===== src/rtl/fifo_arb_pkg.sv =====
// Shared types and elaboration helpers for the async FIFO write-side arbiter.
package fifo_arb_pkg;

  typedef enum logic {IDLE, BURST} arb_state_t;

  // Bits needed to index n items, never less than one.
  function automatic int unsigned idx_width(input int unsigned n);
    int unsigned w;
    w = 1;
    while ((32'd1 << w) < n) w++;
    return w;
  endfunction

  function automatic int unsigned mod_inc(input int unsigned idx, input int unsigned n);
    return (idx + 32'd1 >= n) ? 32'd0 : idx + 32'd1;
  endfunction

endpackage


===== src/rtl/rr_select.sv =====
// Round-robin pick: first set request at or after rr_ptr, wrapping modulo N.
module rr_select
  import fifo_arb_pkg::*;
#(
  parameter int N  = 4,
  parameter int IW = idx_width(N)
) (
  input  logic [N-1:0]  req,
  input  logic [IW-1:0] rr_ptr,
  output logic          found,
  output logic [IW-1:0] index
);

  localparam logic [IW:0] N_EXT = (IW+1)'(N);

  logic [2*N-1:0] doubled;
  logic [N-1:0]   rotated;
  logic [IW-1:0]  offset;
  logic [IW:0]    sum;

  // Duplicating the vector lets a plain right shift act as a rotate.
  assign doubled = {req, req};
  assign rotated = N'(doubled >> rr_ptr);
  assign found   = |req;

  always_comb begin
    offset = '0;
    for (int k = N - 1; k >= 0; k--) begin
      if (rotated[k]) offset = IW'(k);
    end
  end

  assign sum   = {1'b0, rr_ptr} + {1'b0, offset};
  assign index = (sum >= N_EXT) ? IW'(sum - N_EXT) : sum[IW-1:0];

endmodule


===== src/rtl/fifo_wr_arbiter.sv =====
// Shares the async FIFO write port among NUM_REQ valid/ready producers using
// round-robin grants of at most MAX_BURST beats; never writes while full.
module fifo_wr_arbiter
  import fifo_arb_pkg::*;
#(
  parameter int WIDTH     = 8,
  parameter int NUM_REQ   = 4,
  parameter int MAX_BURST = 4
) (
  input  logic                     wr_clk,
  input  logic                     wr_reset_n,
  input  logic [NUM_REQ-1:0]       req_valid,
  input  logic [NUM_REQ*WIDTH-1:0] req_data,
  output logic [NUM_REQ-1:0]       req_ready,
  input  logic                     full,
  output logic                     wr_en,
  output logic [WIDTH-1:0]         in,
  output logic [NUM_REQ-1:0]       grant,
  output logic                     busy
);

  localparam int IW = idx_width(NUM_REQ);
  localparam int CW = $clog2(MAX_BURST) + 1;
  localparam logic [CW-1:0] LAST_BEAT = CW'(MAX_BURST - 1);

  arb_state_t    state_reg, state_next;
  logic [IW-1:0] gidx_reg, gidx_next;
  logic [IW-1:0] rr_ptr_reg, rr_ptr_next;
  logic [CW-1:0] burst_cnt_reg, burst_cnt_next;

  logic          in_burst;
  logic          owner_valid;
  logic          beat;
  logic          pick_found;
  logic [IW-1:0] pick_idx;
  logic [IW-1:0] gidx_inc;
  logic [WIDTH-1:0] data_arr [NUM_REQ];

  rr_select #(
    .N  (NUM_REQ),
    .IW (IW)
  ) u_rr_select (
    .req    (req_valid),
    .rr_ptr (rr_ptr_reg),
    .found  (pick_found),
    .index  (pick_idx)
  );

  generate
    for (genvar gi = 0; gi < NUM_REQ; gi++) begin : g_port
      assign data_arr[gi]  = req_data[gi*WIDTH +: WIDTH];
      assign grant[gi]     = in_burst && (gidx_reg == IW'(gi));
      assign req_ready[gi] = beat && (gidx_reg == IW'(gi));
    end
  endgenerate

  // Full gates the write in the same cycle, so the FIFO can never overflow.
  assign in_burst    = (state_reg == BURST);
  assign owner_valid = req_valid[gidx_reg];
  assign beat        = in_burst && owner_valid && !full;
  assign wr_en       = beat;
  assign busy        = in_burst;
  assign in          = in_burst ? data_arr[gidx_reg] : '0;
  assign gidx_inc    = IW'(mod_inc(32'(gidx_reg), NUM_REQ));

  always_comb begin
    state_next     = state_reg;
    gidx_next      = gidx_reg;
    burst_cnt_next = burst_cnt_reg;
    rr_ptr_next    = rr_ptr_reg;
    case (state_reg)
      IDLE: begin
        if (pick_found) begin
          gidx_next      = pick_idx;
          burst_cnt_next = '0;
          state_next     = BURST;
        end
      end
      BURST: begin
        // A dropped valid forfeits the grant; a full FIFO only stalls it.
        if (!owner_valid) begin
          state_next  = IDLE;
          rr_ptr_next = gidx_inc;
        end else if (beat && (burst_cnt_reg == LAST_BEAT)) begin
          state_next  = IDLE;
          rr_ptr_next = gidx_inc;
        end else if (beat) begin
          burst_cnt_next = burst_cnt_reg + CW'(1);
        end
      end
    endcase
  end

  always_ff @(posedge wr_clk or negedge wr_reset_n) begin
    if (!wr_reset_n) begin
      state_reg     <= IDLE;
      gidx_reg      <= '0;
      burst_cnt_reg <= '0;
      rr_ptr_reg    <= '0;
    end else begin
      state_reg     <= state_next;
      gidx_reg      <= gidx_next;
      burst_cnt_reg <= burst_cnt_next;
      rr_ptr_reg    <= rr_ptr_next;
    end
  end

endmodule


===== config.mk =====
export PLATFORM = sky130hd
export DESIGN_NAME = fifo_wr_arbiter
export DESIGN_NICKNAME = d
export VERILOG_FILES = /design/src/rtl/fifo_arb_pkg.sv /design/src/rtl/rr_select.sv /design/src/rtl/fifo_wr_arbiter.sv
export SDC_FILE = /design/constraint.sdc
export NUM_CORES = 1
export LEC_CHECK = 0
export ABC_AREA = 1
export CORE_MARGIN = 1
export CORE_UTILIZATION = 42
export DETAILED_ROUTE_END_ITERATION = 16
export GPL_TIMING_DRIVEN = 0
export PLACE_DENSITY = 0.85
export SYNTH_ARGS = -nofsm -noshare
export SYNTH_HDL_FRONTEND = slang
export SYNTH_SLANG_ARGS = --single-unit
export TNS_END_PERCENT = 20

===== constraint.sdc =====
create_clock -name wr_clk -period 4.8 [get_ports wr_clk]
set_input_delay 0.96 -clock wr_clk [delete_from_list [all_inputs] [get_ports wr_clk]]
set_output_delay 0.96 -clock wr_clk [all_outputs]
set_load 0.01 [all_outputs]

==> summary.md <==
| Metric | Value |
|---|---|
| Max clock buf depth | `2` |
| Wirelength per Cell | `12.3 um` |
| I/O Buffers | `56` |
| Clk_skew | `5.34 ps` |
| Core Rows | `17` |
| Share of the synthesized area in the top cell type | `0.192` |
| Total die area | `0.00269 sq mm` |
| Hpwl dp | `2610 um` |
| Post-CTS Setup Inserts | `0` |
| Ratio of cells with drive above 1 in the final layout | `0.0983` |
| CP Data Arrival Time | `2610 ps` |
| Cell count after synthesis | `175` |
| Slowest cell on crit path | `clkdlybuf4s50_1` |
| Fin util | `0.731` |
| Crit. End Element | `primary output` |
| GP Congestion | `0.837` |
| Status | `complete, no violations` |
| Post-synthesis mux area share | `0` |
| Worst skew pair latency | `260 ps` |
| Num CTS Buffers | `3` |
| Cell family with most CP delay | `buffers and inverters` |
| Routed vias | `1,304` |
| Vias in the first global route | `1,200` |
| Seq cells post-synth | `8` |
| GR Overflow Total | `0` |
| DR pass1 iterations | `4` |
| Critical path launch point | `req_valid[0]` |
| Clock-pin slew on the worst setup and hold paths | `60 ps` |
| Post-DR vias/cell | `4.98` |
| DRT iter0 DRCs | `26` |
| Crit path cell chain | `clkdlybuf4s50_1, nand2_1, nand2_1, nand2_2, nand2_4, nand3b_4, nor2_1, clkdlybuf4s50_1` |
| DRC viols | `0` |
| Final-report setup violation count | `0` |
| Max FFs per register | `3` |
| Setup Crit Path Kind | `in -> out` |
| Root Buffer | `clkbuf_4` |
| Synth Area in XOR/XNOR | `0.00838` |
| R2r startpoint | `rr_ptr_reg[0]` |
| Syn_nets | `221` |
| RSZ-0062 raised after global routing | `no` |
| Max-slew violations | `0` |
| Post-Synth Adder-Cell Area | `0.0838` |
| CP max stage delay | `560 ps` |
| Die Width | `51.9 um` |
| # Max-Cap Violations | `0` |
| Total Routing Usage GR | `0.264` |
| Seq/Total Area, Yosys | `0.192` |
| Worst hold path class | `reg -> reg` |
| Pwr Density | `567 mW/mm^2` |
| Most area-hungry cell type in the Yosys netlist | `dfrtp_1` |
| Distinct cell type count after synthesis | `27` |
| Core area | `0.00228 sq mm` |
| Post-CTS Resized | `0` |
| Hold Buf Count CTS | `0` |
| Drt total wl | `3220 um` |
| CTS Sinks | `8` |
| TritonCTS clock tree | `yes` |
| Nets | `282` |
| Area share of and/or/nand/nor cells after synthesis | `0.432` |
| Synth warn | `0` |
| Largest family of logic cells by synthesized area | `simple AND/OR/NAND/NOR gates` |
| Final number of hold-violating endpoints | `0` |
| Largest net degree at the start of global routing | `12` |
| Maximum VDD drop | `0.393 mV` |
| Fill count | `188` |
| Slew HR | `0.685` |
| Sum of negative setup slack | `0 ps` |
| CP Buf/Inv Count | `2` |
| Final min period | `3570 ps` |
| Max Clock Freq | `0.280 GHz` |
| Tcrit/Tclk final | `0.743` |
| Compound-cell area share of the yosys netlist | `0.160` |
| CTS HTree Levels | `1` |
| Growth of design area from synthesis to finish | `59.2%` |
| Synth area leaders | `dfrtp_1 (19%), nand2_1 (15%), nor2_1 (14%)` |
| Syn avg cell area | `5.97 sq um` |
| Mapped Area | `0.00104 sq mm` |
| Worst Tran Pin Value | `473 ps` |
| # diodes | `0` |
| Final ANT Viol Nets | `0` |
| Startpoint class of the critical path | `primary input` |
| Hold wc startpoint | `burst_cnt_reg[2]` |
| Top Ports | `57` |
| LEAKAGE | `0.801 nW` |
| Critical Path Fanout Max | `6` |
| Starting Density | `0.459` |
| Die Y | `51.9 um` |
| First-pass GRT wire length | `5380 um` |
| Req. time, crit path | `3840 ps` |
| Initial antenna violation count | `0` |
where the power goes:
part | total, mW | switching [mW] | internal [mW]
Clock | 0.0531 | 0.0244 | 0.0287
Combinational | 0.755 | 0.417 | 0.338
Sequential | 0.135 | 0.0352 | 0.0997
Total | 0.943 | 0.477 | 0.467
Yosys cell counts:
| master | n |
|---|---|
| nand2_1 | 41 |
| nor2_1 | 39 |
| o21ai_0 | 17 |
| inv_1 | 14 |
| nand3_1 | 11 |
| a21oi_1 | 8 |
| dfrtp_1 | 8 |
| ha_1 | 7 |
| inv_2 | 4 |
| nand2_4 | 3 |
| buf_2 | 2 |
| buf_4 | 2 |
| clkinv_1 | 2 |
| nand2_2 | 2 |
| nand4_1 | 2 |
| o21ai_1 | 2 |
| a21boi_0 | 1 |
| buf_6 | 1 |
| clkbuf_1 | 1 |
| clkbuf_4 | 1 |
| inv_4 | 1 |
| nand3_2 | 1 |
| nand3b_1 | 1 |
| nand3b_4 | 1 |
| o211ai_2 | 1 |
| o31ai_2 | 1 |
| xnor2_1 | 1 |
area by class of cell:
class                   instances  area, sq um  area share
repair buffers                 56          561       0.337
well taps                      28         35.0      0.0211
clock buffers                   3         22.5      0.0135
multi-input cells             139          716       0.430
plain buffers                   7         47.5      0.0286
inverters                      21         81.3      0.0489
flip-flops and latches          8          200       0.120
kinds of logic (layout without fill, tap and decap cells):
kind of cell             after synthesis  in the layout
flip-flops                             8              8
buffers and inverters                 28             87
AND/OR/NAND/NOR                      101            101
AO/OA/AOI/OAI                         30             30
adder cells (fa/ha/maj)                7              7
XOR/XNOR                               1              1
routing by layer:
metal | track usage | vias to the layer above | routed length (um)
met5 | 0 | - | 0
met4 | 0.0856 | 0 | 55
met3 | 0.0292 | 7 | 126
met2 | 0.442 | 40 | 1600
met1 | 0.348 | 579 | 1450
li1 | - | 678 | -
through the flow:
| step | power (mW) | hold slack (ps) | cell area, sq um | std cells | worst slack [ps] |
|---|---|---|---|---|---|
| 6_report | 0.943 | 478 | 1660 | 262 | 1230 |
| 3_3_place_gp | 0.850 | 460 | 1640 | 259 | 1290 |
| 4_1_cts | 0.943 | 484 | 1660 | 262 | 1220 |
| 2_1_floorplan | 0.610 | 442 | 1040 | 175 | 2320 |
| 5_1_grt | 1.04 | 516 | 1660 | 262 | 1110 |
| 3_5_place_dp | 0.882 | 470 | 1640 | 259 | 1230 |
placed cells by master, fill, tap and decap left out:
cell type | netlist | layout
clkinv_1 | 2 | 2
clkdlybuf4s50_1 | 0 | 56
buf_6 | 1 | 1
buf_4 | 2 | 2
inv_2 | 4 | 4
clkbuf_1 | 1 | 1
o31ai_2 | 1 | 1
inv_1 | 14 | 14
o211ai_2 | 1 | 1
xnor2_1 | 1 | 1
nand3b_1 | 1 | 1
nand3_1 | 11 | 11
clkbuf_4 | 1 | 4
o21ai_1 | 2 | 2
nand2_4 | 3 | 3
o21ai_0 | 17 | 17
nand2_1 | 41 | 41
buf_2 | 2 | 2
nand4_1 | 2 | 2
a21boi_0 | 1 | 1
ha_1 | 7 | 7
inv_4 | 1 | 1
nand3_2 | 1 | 1
nand3b_4 | 1 | 1
dfrtp_1 | 8 | 8
nor2_1 | 39 | 39
nand2_2 | 2 | 2
a21oi_1 | 8 | 8
worst min-delay path: cells and delay by family, from the launching register on:
family,cells,cell delay [ps]
flops,1,340
simple gates,2,110
path summary, 6_finish.rpt:
check | end | slack (ps) | cells past startpoint
hold / removal | burst_cnt_reg[2] | 480 | 2
max in group asynchronous | rr_ptr_reg[1] | 3570 | 1
setup / recovery | req_ready[0] | 1230 | 8
min in group asynchronous | burst_cnt_reg[1] | 970 | 1
hold reg to reg | burst_cnt_reg[2] | 480 | 2
setup reg to reg | gidx_reg[1] | 3080 | 12
No activity file was read; power rests on OpenSTA's default activity.
